$ cat src/rtl/axis_stub_pkg.sv
`default_nettype none
// +----------------------------------------------------------------------------+
// | axis_stub_pkg : shared types and beat-sizing helpers for axis_stub_pkt_gen   |
// | Revision: 1.0                                                                |
// +----------------------------------------------------------------------------+
package axis_stub_pkg;

   localparam int unsigned MAX_KEEP_W = 64;

   typedef enum logic [1:0] {
      IDLE = 2'd0,
      SEND = 2'd1,
      GAP  = 2'd2,
      DONE = 2'd3
   } state_t;

   typedef logic [MAX_KEEP_W-1:0] keep_max_t;

   // A zero remainder means the last beat is completely full.
   function automatic keep_max_t keep_from_rem(input int unsigned rem, input int unsigned bytes);
      keep_max_t k;
      k = '0;
      for (int unsigned i = 0; i < MAX_KEEP_W; i++) begin
         if ((rem == 0 && i < bytes) || (i < rem)) begin
            k[i[5:0]] = 1'b1;
         end
      end
      return k;
   endfunction

   function automatic int unsigned beats_from_len(input int unsigned len, input int unsigned bytes);
      return (len + bytes - 1) / bytes;
   endfunction

endpackage
`default_nettype wire

$ cat src/rtl/axis_stub_beat_ctr.sv
`default_nettype none
// +----------------------------------------------------------------------------+
// | axis_stub_beat_ctr : beat-in-packet counter producing registered tlast/tkeep |
// | Revision: 1.0                                                                |
// +----------------------------------------------------------------------------+
module axis_stub_beat_ctr
   import axis_stub_pkg::*;
#(
   parameter int C_TDATA_WIDTH = 32,
   parameter int C_LEN_WIDTH   = 16
) (
   input  logic                       aclk,
   input  logic                       aresetn,
   input  logic                       load,
   input  logic [C_LEN_WIDTH-1:0]     len,
   input  logic                       advance,
   output logic                       tlast,
   output logic [C_TDATA_WIDTH/8-1:0] tkeep
);

   localparam int KEEP_W = C_TDATA_WIDTH / 8;
   localparam int unsigned BYTES = C_TDATA_WIDTH / 8;

   logic [C_LEN_WIDTH-1:0] beats_q, beats_d;
   logic [C_LEN_WIDTH-1:0] beat_q, beat_d;
   logic [KEEP_W-1:0]      last_keep_q, last_keep_d;
   logic [KEEP_W-1:0]      keep_q, keep_d;
   logic                   last_q, last_d;

   logic [31:0]            len_eff;
   logic [C_LEN_WIDTH-1:0] load_beats;
   keep_max_t              keep_max;
   logic [KEEP_W-1:0]      load_last_keep;

   // A zero length is treated as a one-byte packet.
   assign len_eff    = (len == '0) ? 32'd1 : 32'(len);
   assign load_beats = C_LEN_WIDTH'(beats_from_len(len_eff, BYTES));
   assign keep_max   = keep_from_rem(len_eff % BYTES, BYTES);

   generate
      if (KEEP_W == MAX_KEEP_W) begin : g_keep_full
         assign load_last_keep = keep_max;
      end else begin : g_keep_slice
         logic unused_keep_bits;
         assign load_last_keep   = keep_max[KEEP_W-1:0];
         assign unused_keep_bits = |keep_max[MAX_KEEP_W-1:KEEP_W];
      end
   endgenerate

   always_comb begin
      beats_d     = beats_q;
      beat_d      = beat_q;
      last_keep_d = last_keep_q;
      keep_d      = keep_q;
      last_d      = last_q;
      if (load) begin
         beats_d     = load_beats;
         last_keep_d = load_last_keep;
         beat_d      = '0;
         last_d      = (load_beats == C_LEN_WIDTH'(1));
         keep_d      = last_d ? load_last_keep : '1;
      end else if (advance) begin
         if (last_q) begin
            beat_d = '0;
            last_d = (beats_q == C_LEN_WIDTH'(1));
         end else begin
            beat_d = beat_q + C_LEN_WIDTH'(1);
            last_d = (beat_d == beats_q - C_LEN_WIDTH'(1));
         end
         keep_d = last_d ? last_keep_q : '1;
      end
   end

   always_ff @(posedge aclk or negedge aresetn) begin
      if (!aresetn) begin
         beats_q     <= '0;
         beat_q      <= '0;
         last_keep_q <= '0;
         keep_q      <= '0;
         last_q      <= 1'b0;
      end else begin
         beats_q     <= beats_d;
         beat_q      <= beat_d;
         last_keep_q <= last_keep_d;
         keep_q      <= keep_d;
         last_q      <= last_d;
      end
   end

   assign tlast = last_q;
   assign tkeep = keep_q;

endmodule
`default_nettype wire

$ cat src/rtl/axis_stub_pkt_gen.sv
`default_nettype none
// +----------------------------------------------------------------------------+
// | axis_stub_pkt_gen : AXI4-Stream counting-payload packet generator            |
// | Option macro AXIS_STUB_PKT_GEN_TUSER_SOP_EN drives m_tuser[0] as SOP.        |
// | Revision: 1.0                                                                |
// +----------------------------------------------------------------------------+
module axis_stub_pkt_gen
   import axis_stub_pkg::*;
#(
   parameter int C_TDATA_WIDTH = 32,
   parameter int C_TID_WIDTH   = 1,
   parameter int C_TDEST_WIDTH = 1,
   parameter int C_TUSER_WIDTH = 1,
   parameter int C_LEN_WIDTH   = 16,
   parameter int C_CNT_WIDTH   = 16
) (
   input  logic                       aclk,
   input  logic                       aresetn,
   input  logic                       start,
   input  logic [C_LEN_WIDTH-1:0]     cfg_len_bytes,
   input  logic [C_CNT_WIDTH-1:0]     cfg_num_pkts,
   input  logic [C_CNT_WIDTH-1:0]     cfg_gap,
   input  logic [C_TID_WIDTH-1:0]     cfg_tid,
   input  logic [C_TDEST_WIDTH-1:0]   cfg_tdest,
   input  logic [C_TDATA_WIDTH-1:0]   cfg_seed,
   output logic                       busy,
   output logic                       done,
   output logic [C_CNT_WIDTH-1:0]     pkt_count,
   output logic [C_TDATA_WIDTH-1:0]   m_tdata,
   output logic [C_TDATA_WIDTH/8-1:0] m_tkeep,
   output logic [C_TDATA_WIDTH/8-1:0] m_tstrb,
   output logic                       m_tlast,
   output logic [C_TID_WIDTH-1:0]     m_tid,
   output logic [C_TDEST_WIDTH-1:0]   m_tdest,
   output logic [C_TUSER_WIDTH-1:0]   m_tuser,
   output logic                       m_tvalid,
   input  logic                       m_tready
);

   localparam int KEEP_W = C_TDATA_WIDTH / 8;

   state_t                   state_q, state_d;
   logic [C_CNT_WIDTH-1:0]   num_q, num_d;
   logic [C_CNT_WIDTH-1:0]   gap_q, gap_d;
   logic [C_CNT_WIDTH-1:0]   gap_cnt_q, gap_cnt_d;
   logic [C_CNT_WIDTH-1:0]   pkt_count_q, pkt_count_d;
   logic [C_TID_WIDTH-1:0]   tid_q, tid_d;
   logic [C_TDEST_WIDTH-1:0] tdest_q, tdest_d;
   logic [C_TDATA_WIDTH-1:0] data_q, data_d;
   logic                     valid_q, valid_d;
   logic                     busy_q, busy_d;
   logic                     done_q, done_d;

   logic                     load;
   logic                     hs;
   logic                     beat_last;
   logic [KEEP_W-1:0]        beat_keep;

   assign load = (state_q == IDLE) && start;
   assign hs   = valid_q && m_tready;

   axis_stub_beat_ctr #(
      .C_TDATA_WIDTH (C_TDATA_WIDTH),
      .C_LEN_WIDTH   (C_LEN_WIDTH)
   ) u_beat_ctr (
      .aclk    (aclk),
      .aresetn (aresetn),
      .load    (load),
      .len     (cfg_len_bytes),
      .advance (hs),
      .tlast   (beat_last),
      .tkeep   (beat_keep)
   );

   always_comb begin
      state_d     = state_q;
      num_d       = num_q;
      gap_d       = gap_q;
      gap_cnt_d   = gap_cnt_q;
      pkt_count_d = pkt_count_q;
      tid_d       = tid_q;
      tdest_d     = tdest_q;
      data_d      = data_q;
      case (state_q)
         IDLE: begin
            if (start) begin
               num_d       = cfg_num_pkts;
               gap_d       = cfg_gap;
               tid_d       = cfg_tid;
               tdest_d     = cfg_tdest;
               data_d      = cfg_seed;
               pkt_count_d = '0;
               state_d     = (cfg_num_pkts == '0) ? DONE : SEND;
            end
         end
         SEND: begin
            if (hs) begin
               data_d = data_q + C_TDATA_WIDTH'(1);
               if (beat_last) begin
                  pkt_count_d = pkt_count_q + C_CNT_WIDTH'(1);
                  if (pkt_count_d == num_q) begin
                     state_d = DONE;
                  end else if (gap_q != '0) begin
                     gap_cnt_d = gap_q - C_CNT_WIDTH'(1);
                     state_d   = GAP;
                  end
               end
            end
         end
         GAP: begin
            if (gap_cnt_q == '0) begin
               state_d = SEND;
            end else begin
               gap_cnt_d = gap_cnt_q - C_CNT_WIDTH'(1);
            end
         end
         default: begin
            state_d = IDLE;
         end
      endcase
   end

   // Status outputs are registered decodes of the state they describe.
   assign valid_d = (state_d == SEND);
   assign busy_d  = (state_d == SEND) || (state_d == GAP);
   assign done_d  = (state_q == DONE);

   always_ff @(posedge aclk or negedge aresetn) begin
      if (!aresetn) begin
         state_q     <= IDLE;
         num_q       <= '0;
         gap_q       <= '0;
         gap_cnt_q   <= '0;
         pkt_count_q <= '0;
         tid_q       <= '0;
         tdest_q     <= '0;
         data_q      <= '0;
         valid_q     <= 1'b0;
         busy_q      <= 1'b0;
         done_q      <= 1'b0;
      end else begin
         state_q     <= state_d;
         num_q       <= num_d;
         gap_q       <= gap_d;
         gap_cnt_q   <= gap_cnt_d;
         pkt_count_q <= pkt_count_d;
         tid_q       <= tid_d;
         tdest_q     <= tdest_d;
         data_q      <= data_d;
         valid_q     <= valid_d;
         busy_q      <= busy_d;
         done_q      <= done_d;
      end
   end

`ifdef AXIS_STUB_PKT_GEN_TUSER_SOP_EN
   logic sop_q, sop_d;

   // The beat after a last beat is the first beat of the next packet.
   always_comb begin
      sop_d = sop_q;
      if (load) begin
         sop_d = 1'b1;
      end else if (hs) begin
         sop_d = beat_last;
      end
   end

   always_ff @(posedge aclk or negedge aresetn) begin
      if (!aresetn) begin
         sop_q <= 1'b0;
      end else begin
         sop_q <= sop_d;
      end
   end

   assign m_tuser = C_TUSER_WIDTH'(sop_q);
`else
   assign m_tuser = '0;
`endif

   assign busy      = busy_q;
   assign done      = done_q;
   assign pkt_count = pkt_count_q;
   assign m_tdata   = data_q;
   assign m_tkeep   = beat_keep;
   assign m_tstrb   = beat_keep;
   assign m_tlast   = beat_last;
   assign m_tid     = tid_q;
   assign m_tdest   = tdest_q;
   assign m_tvalid  = valid_q;

endmodule
`default_nettype wire

$ cat config.mk
export PLATFORM = sky130hd
export DESIGN_NAME = axis_stub_pkt_gen
export DESIGN_NICKNAME = d
export VERILOG_FILES = /design/src/rtl/axis_stub_pkg.sv /design/src/rtl/axis_stub_beat_ctr.sv /design/src/rtl/axis_stub_pkt_gen.sv
export SDC_FILE = /design/constraint.sdc
export NUM_CORES = 1
export LEC_CHECK = 0
export BUFFER_PORTS_ARGS = -buffer_cell sky130_fd_sc_hd__buf_2
export CAP_MARGIN = 15
export CELL_PAD_IN_SITES_DETAIL_PLACEMENT = 1
export CELL_PAD_IN_SITES_GLOBAL_PLACEMENT = 1
export CORE_ASPECT_RATIO = 1.2
export CORE_MARGIN = 4
export CORE_UTILIZATION = 47
export CTS_CLUSTER_DIAMETER = 200
export DETAILED_ROUTE_END_ITERATION = 8
export PLACE_DENSITY_LB_ADDON = 0.1
export SLEW_MARGIN = 5
export SYNTH_ARGS = -nofsm -noshare
export SYNTH_HDL_FRONTEND = slang
export SYNTH_HIERARCHICAL = 1
export SYNTH_SLANG_ARGS = --single-unit
$ cat constraint.sdc
create_clock -name aclk -period 5.45 [get_ports aclk]
set_input_delay 1.635 -clock aclk [delete_from_list [all_inputs] [get_ports aclk]]
set_output_delay 1.635 -clock aclk [all_outputs]
set_load 0.01 [all_outputs]
==> impl_metrics.env, run 1 <==
export IMPL_outcome="completed"
export IMPL_syn2layout_area_growth_pct=16.1
export IMPL_antenna_cells=0
export IMPL_syn_nets=1161
export IMPL_p_leak_nw=4.36
export IMPL_rr_endpoint="gap_cnt_q[6]"
export IMPL_fillers=2277
export IMPL_synth_cells=1066
export IMPL_synth_edf_count=0
export IMPL_cts_resized=0
export IMPL_path_depth=13
export IMPL_hold_buffers=0
export IMPL_syn_area_per_cell_um2=8.63
export IMPL_layout_common_cells="146 x buf_2, 143 x dfrtp_1, 111 x nor2_1"
export IMPL_initial_core_util_pct=48.3
export IMPL_fin_nets=1271
export IMPL_final_common_cell="buf_2"
export IMPL_fp_dieH_um=161
export IMPL_grt_pass1_vias=8912
export IMPL_grt_total_usage_pct=25.5
export IMPL_max_cap_violations=0
export IMPL_cp_required_ps=5720
export IMPL_critical_path_class="in2reg"
export IMPL_ys_async_sr_fraction_pct=100
export IMPL_clk_latency_ps=430
export IMPL_finalMaxSlewViolations=0
export IMPL_crit_slowest_cell="or4_1"
export IMPL_path_cells="buf_2 > or4_1 > nor2_1 > a31oi_1 > ha_1 > nand3b_1 > nor3_1 > and3_1 > o211ai_1 > nor4_1 > buf_4 > a32o_1 > a21oi_1"
export IMPL_period_share_pct=78.4
export IMPL_die_area_um2=21900
export IMPL_yosys_warnings=6
export IMPL_cts_buffer_depth=2
export IMPL_syn_area_um2=9200
export IMPL_finClkSkew_ps=9.39
export IMPL_yosys_area_top_type="dfrtp_1"
export IMPL_drt_pass1_iter_count=5
export IMPL_totalWireLength_mm=27.8
export IMPL_fp_coreArea_um2=19100
export IMPL_numCtsBuffers=17
export IMPL_worst_path_max_fanout=9
export IMPL_rows=55
export IMPL_cts_setup_buffers=0
export IMPL_place_worst_setup_slack_ps=744
export IMPL_hp_start="u_beat_ctr/last_keep_q[0]"
export IMPL_io_buffers=147
export IMPL_dp_hpwl_mm=19.7
export IMPL_vias=8667
export IMPL_critPathTopFamily="simple AND/OR/NAND/NOR gates"
export IMPL_cp_start_kind="primary input"
export IMPL_reg2reg_slack_ps=1670
export IMPL_die_w_um=136
export IMPL_slowest_delay_ps=530
export IMPL_layout_min_cycle_time_ps=4270
export IMPL_p_per_area_nw_per_um2=458
export IMPL_finalSetupViolCount=0
export IMPL_cp_num_buf_inv=2
export IMPL_grt_max_degree=92
export IMPL_clk_pin_slew_ps=60
export IMPL_final_hold_viol_count=0
export IMPL_worst_slack_ps=1180
export IMPL_ant_nets=0
export IMPL_drive_gt1_share_pct=21.0
export IMPL_cts_tree="done"
export IMPL_slew_headroom_pct=36.1
export IMPL_root_buffer="clkbuf_16"
export IMPL_whs_path_depth=1
export IMPL_cts_sinks=143
export IMPL_wl_per_cell_um=19.2
export IMPL_tns_ps=0
export IMPL_placed_cell_area_um2=10100
export IMPL_cp_arrival_ps=4550
export IMPL_overflow=0
export IMPL_r2r_cells=9
export IMPL_viasPerCell=6.00
export IMPL_r2r_start="pkt_count[0]"
export IMPL_grt_pass1_wl_mm=45.8
export IMPL_synth_area_leaders="dfrtp_1 39%, a21oi_1 5.0%, nor2_1 4.6%, o21ai_0 4.4%, xnor2_1 4.2%"
export IMPL_final_area_um2=10700
export IMPL_fmax_mhz=234
export IMPL_final_util_pct=56.0
export IMPL_ys_seq_area_share_pct=38.9
export IMPL_synth_flop_cell="dfrtp_1"
export IMPL_cp_end_kind="flip-flop"
export IMPL_place_congestion=0.817
export IMPL_synth_top_area_share_pct=38.9
export IMPL_holdCritPathClass="reg2reg"
export IMPL_remaining_drc_errors=0
export IMPL_rsz0062_at_grt="no"
export IMPL_cts_htree_levels=4
export IMPL_worstHoldEndpoint="u_beat_ctr/last_keep_q[0]"
export IMPL_ios=149
export IMPL_worstMarginPinSlew_ps=954
export IMPL_antenna_found_initial=1
export IMPL_ys_ff_latch=143
export IMPL_synth_distinct_cells=73
export IMPL_drtIter0Drc=414
export IMPL_peakVddDrop_mv=0.286
==> logic make-up (layout without fill, tap and decap cells) <==
group,count (synthesis),after routing,synth area share (%)
muxes,54,54,6.35
DFF,143,143,38.9
other,1,1,0.0408
AOI/OAI and AO/OA,288,288,19.3
buffers and inverters,91,214,4.45
xor gates and xnor gates,66,66,6.58
and+or+nand+nor,414,414,23.2
adders and majority gates,9,9,1.22
==> worst max path at each step <==
| stage | startpoint | to | slack (ps) |
|---|---|---|---|
| floorplan | cfg_len_bytes[3] | u_beat_ctr/tkeep[1] | 900 |
| global placement | cfg_len_bytes[3] | u_beat_ctr/tkeep[1] | 870 |
| detailed placement | cfg_len_bytes[9] | u_beat_ctr/tkeep[1] | 740 |
| CTS | cfg_len_bytes[9] | u_beat_ctr/tkeep[1] | 1180 |
| global route | cfg_len_bytes[9] | u_beat_ctr/tkeep[1] | 930 |
| finish | cfg_len_bytes[9] | u_beat_ctr/tkeep[1] | 1180 |
==> synthesized netlist by cell type (7+ instances only) <==
library cell,number
mux2_2,34
o22ai_1,15
o31ai_1,14
nor3_1,35
a31oi_1,16
a21oi_1,91
a211oi_1,7
and4_1,8
buf_2,12
nor2_1,112
xor2_1,20
clkbuf_1,41
ha_1,9
o211ai_1,7
and2_1,9
nand3_1,41
mux2i_1,19
or3_1,12
buf_4,7
xnor2_1,44
a211oi_2,7
nor4_1,19
o21ai_0,81
buf_1,8
nand4_1,20
inv_1,20
and3_1,17
nand2b_1,12
dfrtp_1,143
or4_1,8
nand2_1,90
==> state kept, by name, summed over array words and instances (netlist names), 2 cells and up <==
signal	cells
gap_cnt_q	16
gap_q	16
m_tdata	32
num_q	16
pkt_count	16
state_q	2
u_beat_ctr/beat_q	16
u_beat_ctr/beats_q	15
u_beat_ctr/last_keep_q	4
u_beat_ctr/tkeep	4
==> final cells by class <==
cell class	count	area (µm²)	share of cell area (%)
well taps	256	320	3.00
clock buffers	23	468	4.38
inverters	20	75.1	0.703
clock inverters	9	156	1.46
flip-flops and latches	143	3580	33.5
multi-input cells	832	5230	49.0
repair buffers	162	855	8.00
==> per-stage QoR <==
| stage | total power [mW] | instances | hold WS (ps) |
|---|---|---|---|
| floorplan | 3.02 | 1066 | 436 |
| global placement | 3.54 | 1413 | 456 |
| detailed placement | 3.62 | 1413 | 454 |
| CTS | 4.92 | 1445 | 468 |
| global route | 5.22 | 1445 | 507 |
| finish | 4.89 | 1445 | 466 |
==> power by group <==
| group | internal [mW] | switching [mW] | leakage, nW |
|---|---|---|---|
| combinational | 0.761 | 0.974 | 2.35 |
| sequential | 1.43 | 0.457 | 1.71 |
| clock | 0.793 | 0.468 | 0.306 |
==> metal layers <==
metal	vias up	track usage [%]	part of all wire (%)
li1	4112	-	-
met4	2	6.69	1.6
met2	216	45.0	52
met5	-	0	0.025
met1	4298	32.3	42
met3	39	4.49	4.2
No activity file was read; power rests on OpenSTA's default activity.
==> run 2: changes to the inputs <==
--- a/config.mk
+++ b/config.mk
@@ -5,13 +5,14 @@
 export SDC_FILE = /design/constraint.sdc
 export NUM_CORES = 1
 export LEC_CHECK = 0
+export ABC_AREA = 1
 export BUFFER_PORTS_ARGS = -buffer_cell sky130_fd_sc_hd__buf_2
 export CAP_MARGIN = 15
 export CELL_PAD_IN_SITES_DETAIL_PLACEMENT = 1
 export CELL_PAD_IN_SITES_GLOBAL_PLACEMENT = 1
 export CORE_ASPECT_RATIO = 1.2
 export CORE_MARGIN = 4
-export CORE_UTILIZATION = 47
+export CORE_UTILIZATION = 37
 export CTS_CLUSTER_DIAMETER = 200
 export DETAILED_ROUTE_END_ITERATION = 8
 export PLACE_DENSITY_LB_ADDON = 0.1
==> constraint.sdc (replaced) <==
create_clock -name aclk -period 3.8 [get_ports aclk]
set_input_delay 1.14 -clock aclk [delete_from_list [all_inputs] [get_ports aclk]]
set_output_delay 1.14 -clock aclk [all_outputs]
set_load 0.01 [all_outputs]
==> impl_metrics.env, run 2 <==
export IMPL_finalSetupViolCount=0
export IMPL_finalMaxSlewViolations=0
export IMPL_wl_per_cell_um=16.5
export IMPL_outcome="completed"
export IMPL_rows=64
export IMPL_placed_cell_area_um2=10600
export IMPL_p_int_mw=4.27
export IMPL_yosys_top_cells_count="427 x nand2_1, 159 x inv_1, 143 x dfrtp_1"
export IMPL_remaining_drc_errors=0
export IMPL_cp_arrival_ps=3890
export IMPL_layout_min_cycle_time_ps=3580
export IMPL_critical_path_class="in2reg"
export IMPL_synth_edf_count=0
export IMPL_worstMarginPinSlew_ps=859
export IMPL_cp_num_buf_inv=2
export IMPL_antenna_cells=0
export IMPL_fmax_mhz=279
export IMPL_rsz0062_at_grt="no"
export IMPL_muxShareOfSynthArea_pct=0
export IMPL_yosys_warnings=6
export IMPL_largest_reg_flops=32
export IMPL_final_util_pct=44.1
export IMPL_vias=9501
export IMPL_slowest_delay_ps=520
export IMPL_p_leak_nw=5.64
export IMPL_grt_total_usage_pct=21.9
export IMPL_fp_coreArea_um2=25500
export IMPL_final_common_cell="nand2_1"
export IMPL_synth_xor_area_share_pct=5.59
export IMPL_p_per_area_nw_per_um2=691
export IMPL_synth_distinct_cells=45
export IMPL_grt_pass1_wl_mm=50.7
export IMPL_max_cap_violations=0
export IMPL_cp_end_kind="flip-flop"
export IMPL_worst_path_max_fanout=4
export IMPL_synth_flop_cell="dfrtp_1"
export IMPL_dp_hpwl_mm=23.5
export IMPL_synth_top_area_share_pct=37.6
export IMPL_fp_dieH_um=184
export IMPL_clk_latency_ps=430
export IMPL_place_congestion=0.829
export IMPL_period_share_pct=94.2
export IMPL_multiInputGateArea_um2=5120
export IMPL_syn_area_um2=9520
export IMPL_io_buffers=147
export IMPL_totalWireLength_mm=30.7
export IMPL_synth_cells=1372
export IMPL_overflow=0
export IMPL_ys_seq_area_share_pct=37.6
export IMPL_hold_buffers=0
export IMPL_p_sw_mw=3.48
export IMPL_p_sw_share_pct=44.9
export IMPL_cts_tree="done"
export IMPL_fin_nets=1613
export IMPL_ys_ff_latch=143
export IMPL_whs_path_depth=2
export IMPL_cp_start_kind="primary input"
export IMPL_syn_nets=1467
export IMPL_peakVddDrop_mv=0.305
export IMPL_drtIter0Drc=390
export IMPL_drive_gt1_share_pct=17.4
export IMPL_grt_max_degree=72
export IMPL_holdCritPathClass="reg2reg"
export IMPL_slew_headroom_pct=42.4
export IMPL_clk_pin_slew_ps=60
export IMPL_path_cells="buf_2 > or4_1 > nor4_1 > a31oi_1 > ha_1 > nor3_2 > nand2_2 > nor2_4 > nand3_2 > xnor2_1 > nor3_2 > buf_4 > nand3_1 > nand3_1 > nand2_1"
export IMPL_antenna_found_initial=0
export IMPL_r2r_cells=12
export IMPL_yosys_area_share_simple_pct=36.8
export IMPL_cts_sinks=143
export IMPL_synth_most_common_cell="nand2_1"
export IMPL_ios=149
export IMPL_finClkSkew_ps=12.1
export IMPL_drt_pass1_iter_count=5
export IMPL_ant_nets=0
export IMPL_root_buffer="clkbuf_16"
export IMPL_whs_ps=473
export IMPL_numCtsBuffers=17
export IMPL_initial_core_util_pct=37.4
export IMPL_viasPerCell=5.11
export IMPL_regArea_um2=3580
export IMPL_grt_pass1_vias=10000
export IMPL_path_depth=15
export IMPL_yosys_area_top_type="dfrtp_1"
export IMPL_synth_top_family_by_area="simple AND/OR/NAND/NOR gates"
export IMPL_layout_common_cells="427 x nand2_1, 159 x inv_1, 146 x buf_2"
export IMPL_crit_slowest_cell="or4_1"
export IMPL_synth_area_leaders="dfrtp_1 38%, nand2_1 17%, inv_1 6.3%, nand3_1 5.4%, o21ai_0 5.2%"
export IMPL_die_area_um2=28400
export IMPL_power_mw=7.75
export IMPL_ys_async_sr_fraction_pct=100
export IMPL_final_area_um2=11200
export IMPL_seq_power_share_pct=34.9
export IMPL_fillers=3367
export IMPL_syn_area_per_cell_um2=6.94
export IMPL_die_w_um=154
export IMPL_combPwrFrac_pct=43.3
export IMPL_final_hold_viol_count=0
export IMPL_tns_ps=0
export IMPL_cts_htree_levels=4
export IMPL_p_clk_share_pct=21.8
export IMPL_cts_buffer_depth=2
export IMPL_critPathTopFamily="simple AND/OR/NAND/NOR gates"
export IMPL_cts_setup_buffers=0
export IMPL_cp_required_ps=4110
export IMPL_synth_adder_area_share_pct=1.18
export IMPL_syn2layout_area_growth_pct=17.9
export IMPL_synth_compound_area_share_pct=10.1
==> run 2: cell count changes after synthesis, sizes merged, moves of 17 or more <==
cell | before | now
mux2 | 35 | 0
nand3 | 43 | 105
a21oi | 91 | 13
and3 | 17 | 0
o21ai | 84 | 110
inv | 20 | 165
nand2 | 90 | 445
mux2i | 19 | 0
clkbuf | 41 | 24
xnor2 | 44 | 15
nor2 | 112 | 142
o22ai | 15 | 36
xor2 | 20 | 38
==> run 2: repair_timing <==
action                                  in CTS  in global routing
endpoints found under the setup margin       0                  3
hold endpoints to repair                     0                  0
resized for setup                            0                  1
==> run 2: final timing paths <==
| check | from | endpoint | slack [ps] |
|---|---|---|---|
| worst max-delay path | cfg_len_bytes[10] | u_beat_ctr/tkeep[2] | 220 |
| worst min-delay path | u_beat_ctr/last_keep_q[0] | u_beat_ctr/last_keep_q[0] | 470 |
| worst max register to register | state_q[1] | gap_cnt_q[13] | 1230 |
| worst min register to register | u_beat_ctr/last_keep_q[0] | u_beat_ctr/last_keep_q[0] | 470 |
| max in group asynchronous | aresetn | m_tdata[4] | 2290 |
| min in group asynchronous | aresetn | m_tdata[28] | 740 |
==> run 2: cell type report <==
class | count | area share [%]
inverters | 171 | 5.73
well taps | 330 | 3.68
flip-flops and latches | 143 | 31.9
repair buffers | 165 | 7.92
clock inverters | 13 | 1.16
multi-input cells | 1020 | 45.6
clock buffers | 19 | 4.03
==> run 2: routing by layer <==
layer  up-vias  wire length, µm  part of all wire (%)  global-route usage (%)
met5         -                0                     0                       0
met4         0              507                   1.7                    5.76
met3        36              996                   3.2                    3.23
met2       155            15900                    52                    40.5
met1      4580            13300                    43                    26.4
li1       4730                -                     -                       -
==> run 2: worst min-delay path, stage by stage, from the launching register on <==
cell	delay [ps]
dfrtp_1	330
inv_1	50
nand2_1	60
==> run 2: kinds of logic (layout without fill, tap and decap cells) <==
| family | after synthesis | in the layout |
|---|---|---|
| simple gates | 781 | 781 |
| buf+inv | 209 | 368 |
| compound gates | 173 | 173 |
| flops | 143 | 143 |
| xor+xnor | 56 | 56 |
| fa+ha+maj | 9 | 9 |
| other cells | 1 | 1 |
==> run 2: power groups by stage <==
stage	clock, mW	combinational [mW]	sequential, mW
2_1_floorplan	0	2.34	2.63
3_3_place_gp	0	3.29	2.71
3_5_place_dp	0	3.38	2.73
4_1_cts	1.72	3.41	2.71
5_1_grt	1.79	3.87	2.80
6_report	1.69	3.36	2.70
==> run 2: stage by stage <==
stage	worst slack, ps	std cells
2_1_floorplan	194	1372
3_3_place_gp	-139	1829
3_5_place_dp	-266	1829
4_1_cts	179	1861
5_1_grt	31.0	1861
6_report	219	1861
